--- src/rtl/rdma_wr_qp_scheduler.sv ---
// ============================================================================
// Module      : rdma_wr_qp_scheduler
// Description : Per-track RDMA WRITE sequencer: picks the host QP round-robin,
//               splits the track into WQE posts and tracks their completions.
// Revision    : 1.0 - initial release
// ============================================================================
`default_nettype none

module rdma_wr_qp_scheduler #(
  parameter int QP_NUM          = 8,
  parameter int QPN_BASE        = 2,
  parameter int MAX_WQE_BYTES   = 65536,
  parameter int MAX_OUTSTANDING = 4
) (
  input  logic              core_clk,
  input  logic              core_areset,
  input  logic              RDMA_write_en,
  input  logic [3:0]        IMC_NUM,
  input  logic [3:0]        track_num_per_IMC,
  input  logic [31:0]       track_bytes,
  input  logic [QP_NUM-2:0] host_MR_valid,
  output logic              wqe_req_valid,
  input  logic              wqe_req_ready,
  output logic [3:0]        wqe_qpn,
  output logic [31:0]       wqe_offset,
  output logic [31:0]       wqe_len,
  output logic              wqe_last,
  input  logic              cq_done_valid,
  input  logic              cq_error,
  output logic              RDMA_track_done,
  output logic              sched_busy,
  output logic              sched_err,
  output logic [3:0]        cur_wr_QPN,
  output logic [3:0]        outstanding_cnt
);

  localparam logic [31:0] c_MAX_WQE = 32'(MAX_WQE_BYTES);
  localparam logic [3:0]  c_MAX_OS  = 4'(MAX_OUTSTANDING);

  typedef enum logic [2:0] {
    S_IDLE     = 3'd0,
    S_CHECK    = 3'd1,
    S_ISSUE    = 3'd2,
    S_WAIT_CPL = 3'd3,
    S_DONE     = 3'd4,
    S_ERROR    = 3'd5
  } state_t;

  state_t      r_state;
  state_t      w_state_nxt;
  logic [3:0]  r_qp_idx;
  logic [3:0]  r_trk_idx;
  logic [31:0] r_rem;
  logic [31:0] r_chunk_off;
  logic [31:0] r_trk_base;
  logic [3:0]  r_cnt;

  logic        w_hs;
  logic        w_cq;
  logic        w_err;
  logic [3:0]  w_imc;
  logic [3:0]  w_tn;
  logic [15:0] w_mr_ext;
  logic        w_mr_ok;
  logic [31:0] w_rem_nxt;
  logic [31:0] w_off_nxt;
  logic [31:0] w_len_nxt;
  logic [3:0]  w_cnt_nxt;

  assign w_hs      = wqe_req_valid & wqe_req_ready;
  assign w_cq      = cq_done_valid & (r_state != S_ERROR);
  // A completion is fatal if it carries error status or nothing is outstanding.
  assign w_err     = w_cq & (cq_error | ((r_cnt == 4'd0) & ~w_hs));
  assign w_imc     = (IMC_NUM == 4'd0) ? 4'd1 : IMC_NUM;
  assign w_tn      = (track_num_per_IMC == 4'd0) ? 4'd1 : track_num_per_IMC;
  assign w_mr_ext  = 16'(host_MR_valid);
  assign w_mr_ok   = w_mr_ext[r_qp_idx];
  assign w_rem_nxt = w_hs ? (r_rem - wqe_len) : r_rem;
  assign w_off_nxt = w_hs ? (r_chunk_off + wqe_len) : r_chunk_off;
  assign w_len_nxt = (w_rem_nxt > c_MAX_WQE) ? c_MAX_WQE : w_rem_nxt;

  always_comb begin
    w_cnt_nxt = r_cnt;
    if (!w_err) begin
      if (w_hs && !w_cq)
        w_cnt_nxt = r_cnt + 4'd1;
      else if (!w_hs && w_cq)
        w_cnt_nxt = r_cnt - 4'd1;
    end
  end

  always_comb begin
    w_state_nxt = r_state;
    case (r_state)
      S_IDLE:     if (RDMA_write_en) w_state_nxt = S_CHECK;
      S_CHECK: begin
        if (!w_mr_ok)
          w_state_nxt = S_ERROR;
        else if (r_rem == 32'd0)
          w_state_nxt = S_DONE;
        else
          w_state_nxt = S_ISSUE;
      end
      S_ISSUE:    if (w_hs && wqe_last) w_state_nxt = S_WAIT_CPL;
      S_WAIT_CPL: if (r_cnt == 4'd0) w_state_nxt = S_DONE;
      S_DONE:     w_state_nxt = S_IDLE;
      S_ERROR:    w_state_nxt = S_ERROR;
      default:    w_state_nxt = S_IDLE;
    endcase
    if (w_err)
      w_state_nxt = S_ERROR;
  end

  always_ff @(posedge core_clk or posedge core_areset) begin
    if (core_areset)
      r_state <= S_IDLE;
    else
      r_state <= w_state_nxt;
  end

  always_ff @(posedge core_clk or posedge core_areset) begin
    if (core_areset) begin
      r_qp_idx      <= 4'd0;
      r_trk_idx     <= 4'd0;
      r_rem         <= 32'd0;
      r_chunk_off   <= 32'd0;
      r_trk_base    <= 32'd0;
      r_cnt         <= 4'd0;
      wqe_req_valid <= 1'b0;
      wqe_qpn       <= 4'd0;
      wqe_offset    <= 32'd0;
      wqe_len       <= 32'd0;
      wqe_last      <= 1'b0;
      sched_err     <= 1'b0;
    end else begin
      r_cnt <= w_cnt_nxt;

      if (r_state == S_IDLE && RDMA_write_en) begin
        r_rem       <= track_bytes;
        r_chunk_off <= 32'd0;
        r_trk_base  <= {28'd0, r_trk_idx} * track_bytes;
      end else if (w_hs) begin
        r_rem       <= w_rem_nxt;
        r_chunk_off <= w_off_nxt;
      end

      // Payload only moves when no request is stalled on the bus.
      if (w_state_nxt == S_ISSUE && !(wqe_req_valid && !wqe_req_ready)) begin
        wqe_qpn    <= cur_wr_QPN;
        wqe_offset <= r_trk_base + w_off_nxt;
        wqe_len    <= w_len_nxt;
        wqe_last   <= (w_rem_nxt <= c_MAX_WQE);
      end
      wqe_req_valid <= (w_state_nxt == S_ISSUE) && (w_cnt_nxt < c_MAX_OS);

      if (w_state_nxt == S_ERROR)
        sched_err <= 1'b1;

      if (r_state == S_DONE) begin
        if (r_trk_idx >= w_tn - 4'd1) begin
          r_trk_idx <= 4'd0;
          r_qp_idx  <= (r_qp_idx >= w_imc - 4'd1) ? 4'd0 : r_qp_idx + 4'd1;
        end else begin
          r_trk_idx <= r_trk_idx + 4'd1;
        end
      end
    end
  end

  assign cur_wr_QPN      = 4'(QPN_BASE) + r_qp_idx;
  assign outstanding_cnt = r_cnt;
  assign RDMA_track_done = (r_state == S_DONE);
  assign sched_busy      = (r_state != S_IDLE) && (r_state != S_ERROR);

endmodule

`default_nettype wire

--- config.mk ---
export PLATFORM = sky130hd
export DESIGN_NAME = rdma_wr_qp_scheduler
export DESIGN_NICKNAME = d
export VERILOG_FILES = /design/src/rtl/rdma_wr_qp_scheduler.sv
export SDC_FILE = /design/constraint.sdc
export NUM_CORES = 1
export LEC_CHECK = 0
export BUFFER_PORTS_ARGS = -buffer_cell sky130_fd_sc_hd__buf_4
export CAP_MARGIN = 30
export CORE_MARGIN = 4
export CORE_UTILIZATION = 56
export DETAILED_ROUTE_END_ITERATION = 10
export GPL_ROUTABILITY_DRIVEN = 0
export PLACE_DENSITY = 0.84
export RECOVER_POWER = 25
export SETUP_SLACK_MARGIN = 0.05
export SLEW_MARGIN = 20
export SYNTH_ARGS = -nofsm -noshare
export SYNTH_HDL_FRONTEND = slang
export SYNTH_SLANG_ARGS = --single-unit
--- constraint.sdc ---
create_clock -name core_clk -period 6.9 [get_ports core_clk]
set_input_delay 1.38 -clock core_clk [delete_from_list [all_inputs] [get_ports core_clk]]
set_output_delay 1.38 -clock core_clk [all_outputs]
set_load 0.01 [all_outputs]
==> results.yml <==
outcome:
  status: "complete, but fails checks"
  violations: "capacitance limit, slew limit"
final_layout:
  multi_input_area_um2: 10600
  diodes: 0
  area_growth_syn_to_layout_pct: 12.3
  n_fill_cell: 2339
  drive_gt1_share_pct: 11.0
  fin_cells: 2390
  ff_latch_area_um2: 4550
  finalNetCount: 2260
cts:
  cts_max_level: 4
  cts_root_buf: "clkbuf_16"
  clockBufferDepth: 2
  cts_resized: 0
  cts_tree: "built"
  cts-hold-fix-buffers: 0
  numCtsBuffers: 17
  clock_sinks: 182
  clock_latency_ns: 0.44
  path_clk_slew_ns: 0.07
  post_cts_buffers: 0
drt:
  via_count: 14939
  drtIter0Drc: 1488
  drtPass1Iterations: 6
  wl_per_cell_um: 19.5
  drt_wl_total_um: 46500
  drc: 0
  antenna_left: 0
  avgViaCountPerCell: 6.25
yosys:
  synth_seq_cells: 182
  syn_inst: 1899
  synthArstFlopShare_pct: 100
  synth-seq-area-share_pct: 28.5
  syn-num-nets: 2159
  ys_types: 73
  syn_area_per_cell_um2: 8.40
  synth_area_um2: 16000
  synth_edf_count: 0
  ys_warn_count: 0
  ys.flop_type: "dfrtp_1"
sta:
  timing.slew.headroom_pct: -50.5
  finalMaxSlewViolations: 136
  rsz0062_at_grt: "no"
  setup_viol: 0
  finClkSkew_ns: 0.0134
  worst_slew_pin_slew_ns: 2.26
  holdWs_ns: 0.482
  timing.fmax_mhz: 156
  fin_crit_sh_pct: 93.1
  min_period_ns: 6.42
  hold_violations: 0
  tns_ns: 0
worst_setup_path:
  setup.worst_path.end: "wqe_offset[29]"
  cp.arrival_ns: 6.74
  r2r_start: "wqe_len[0]"
  cp-start-kind: "flip-flop"
  reg2regPathDepth: 22
  rr_endpoint: "wqe_offset[29]"
  worst-path-max-fanout: 4
  end_kind: "flip-flop"
  critPathLaunch: "wqe_len[0]"
  r2r_setup_slack_ns: 0.48
  required_ns: 7.22
  crit_type: "reg2reg"
flow_run:
  cap_violations: 2
global_route:
  met2_usage_pct: 48.8
  grt_max_degree: 134
  grt_overflow: 0
  grt_usage_pct: 29.7
  grt_pass1_wl_um: 74500
  grt_pass1_vias: 14428
  antenna_found_initial: 0
  grt_util_met3_pct: 5.45
  met1_usage_pct: 38.7
  busiest_layer: "met2"
power:
  p_leak_nw: 8.80
  power_mw: 6.89
  power_density_nw_per_um2: 385
  peakVddDrop_mv: 0.254
placement:
  numPortBuffers: 133
  placedCellCount: 2356
  hpwl_um: 35500
floorplanning:
  die_w_um: 177
  dieArea_um2: 31300
  design.core.area_um2: 27900
  row_count: 61
  initial_core_util_pct: 57.1
  die_y_um: 177
  io_pins: 134
worst_hold_path:
  hp-class: "reg2reg"
==> where the power goes <==
part	switching, mW	internal (mW)
Clock	0.466	0.547
Combinational	2.46	1.70
Sequential	0.351	1.37
Total	3.27	3.62
==> area by class of cell <==
type,instances,share of cell area [%]
Clock buffer,18,2.39
Clock inverter,13,0.893
Inverter,136,2.85
Multi-Input combinational cell,1511,59.2
Sequential cell,182,25.4
Tap cell,378,2.64
Timing Repair Buffer,152,6.57
==> per-stage QoR <==
step                      area (µm²)  setup slack [ns]  utilization [%]
final                          17900             0.478             64.2
after global routing           17900             0.223             64.2
after CTS                      17900             0.789             64.0
after detailed placement       17300             0.876             61.9
after global placement         17300              1.03             61.8
after floorplan                16000             0.576                -
==> flip-flops by register name, indices dropped and copies added, names as in the netlist <==
register,count
outstanding_cnt,4
r_qp_idx,4
r_chunk_off,32
wqe_offset,32
r_trk_idx,4
wqe_req_valid,1
r_trk_base,32
r_state,3
wqe_last,1
wqe_len,32
sched_err,1
r_rem,32
wqe_qpn,4
==> cells in the final DEF, fill, tap and decap left out, types with 6 or more instances in the layout <==
master     netlist  routed
nand2_1        304     303
dfrtp_1        182     182
o21ai_0        148     148
ha_1           147     147
buf_4            2     146
a21oi_1        143     143
inv_1          135     134
nor2_1         104     104
and2_1          72      72
xnor2_1         68      68
fa_1            60      60
a21o_1          50      50
xor2_1          41      41
nor3_1          34      34
nor4_1          27      27
a31oi_1         23      23
nand2b_1        21      21
nand3_1         20      20
o21a_1          17      17
o21bai_1        18      17
clkbuf_16        0      17
o211ai_1        16      16
mux2_2          16      16
a32o_1          15      15
nand4_1         14      14
and3_1          13      13
mux2i_1         13      13
o31ai_1         12      12
a211oi_1        11      11
or3_1            9       9
a31o_2           8       8
a211o_1          6       6
inv_6            0       6
==> metal layers <==
layer	routed length, µm	vias to the layer above
met5	0	-
met3	4210	149
met2	21900	739
met4	2040	0
li1	-	6851
met1	18400	7200
==> cell families (layout without fill, tap and decap cells) <==
family / count (synthesis) / in the layout / share of synthesized area [%]
and+or+nand+nor: 649 / 649 / 18.9
xor gates and xnor gates: 109 / 109 / 5.98
muxes: 30 / 30 / 2.09
adders and majority gates: 207 / 207 / 19.1
DFF: 182 / 182 / 28.5
buffers and inverters: 206 / 319 / 5.03
AOI/OAI and AO/OA: 516 / 516 / 20.4
==> Yosys cell counts, types with 13 or more instances <==
library cell	number	area share (%)
a21o_1	50	2.4
a21oi_1	143	4.5
a31oi_1	23	0.90
a32o_1	15	0.94
and2_1	72	2.8
and3_1	13	0.51
clkbuf_1	53	1.2
dfrtp_1	182	29
fa_1	60	7.5
ha_1	147	12
inv_1	135	3.2
mux2_2	16	1.1
mux2i_1	13	0.82
nand2_1	304	7.2
nand2b_1	21	0.82
nand3_1	20	0.63
nand4_1	14	0.55
nor2_1	104	2.4
nor3_1	34	1.1
nor4_1	27	1.1
o211ai_1	16	0.75
o21a_1	17	0.80
o21ai_0	148	4.6
o21bai_1	18	0.85
xnor2_1	68	3.7
xor2_1	41	2.3
==> worst min-delay path by stage <==
stage	slack, ns	startpoint	cells past startpoint	to
global placement	0.44	sched_err	1	sched_err
floorplan	0.45	r_trk_base[0]	2	r_trk_base[0]
CTS	0.49	wqe_offset[24]	2	wqe_offset[24]
global route	0.51	wqe_offset[11]	2	wqe_offset[11]
detailed placement	0.47	wqe_offset[24]	2	wqe_offset[24]
finish	0.48	wqe_offset[24]	2	wqe_offset[24]
==> worst max-delay path, cell delays in order (launching register included) <==
cell and delay [ns]:
dfrtp_1 0.42, ha_1 0.26, fa_1 0.42, a21o_1 0.18, a21o_1 0.20, a2111oi_0 0.83
nand2b_1 0.19, nand2b_1 0.07, a21oi_1 0.23, xnor2_1 0.15, o21ai_0 0.12, ha_1 0.39
nand3_1 0.11, a211oi_1 0.36, a21oi_1 0.22, o41ai_1 0.65, o41ai_1 0.28, o211a_1 0.28
o21ai_0 0.34, nand3_1 0.11, a21boi_0 0.25, xnor2_1 0.15, o21ai_0 0.09
Power figures use the tool's default switching activity.
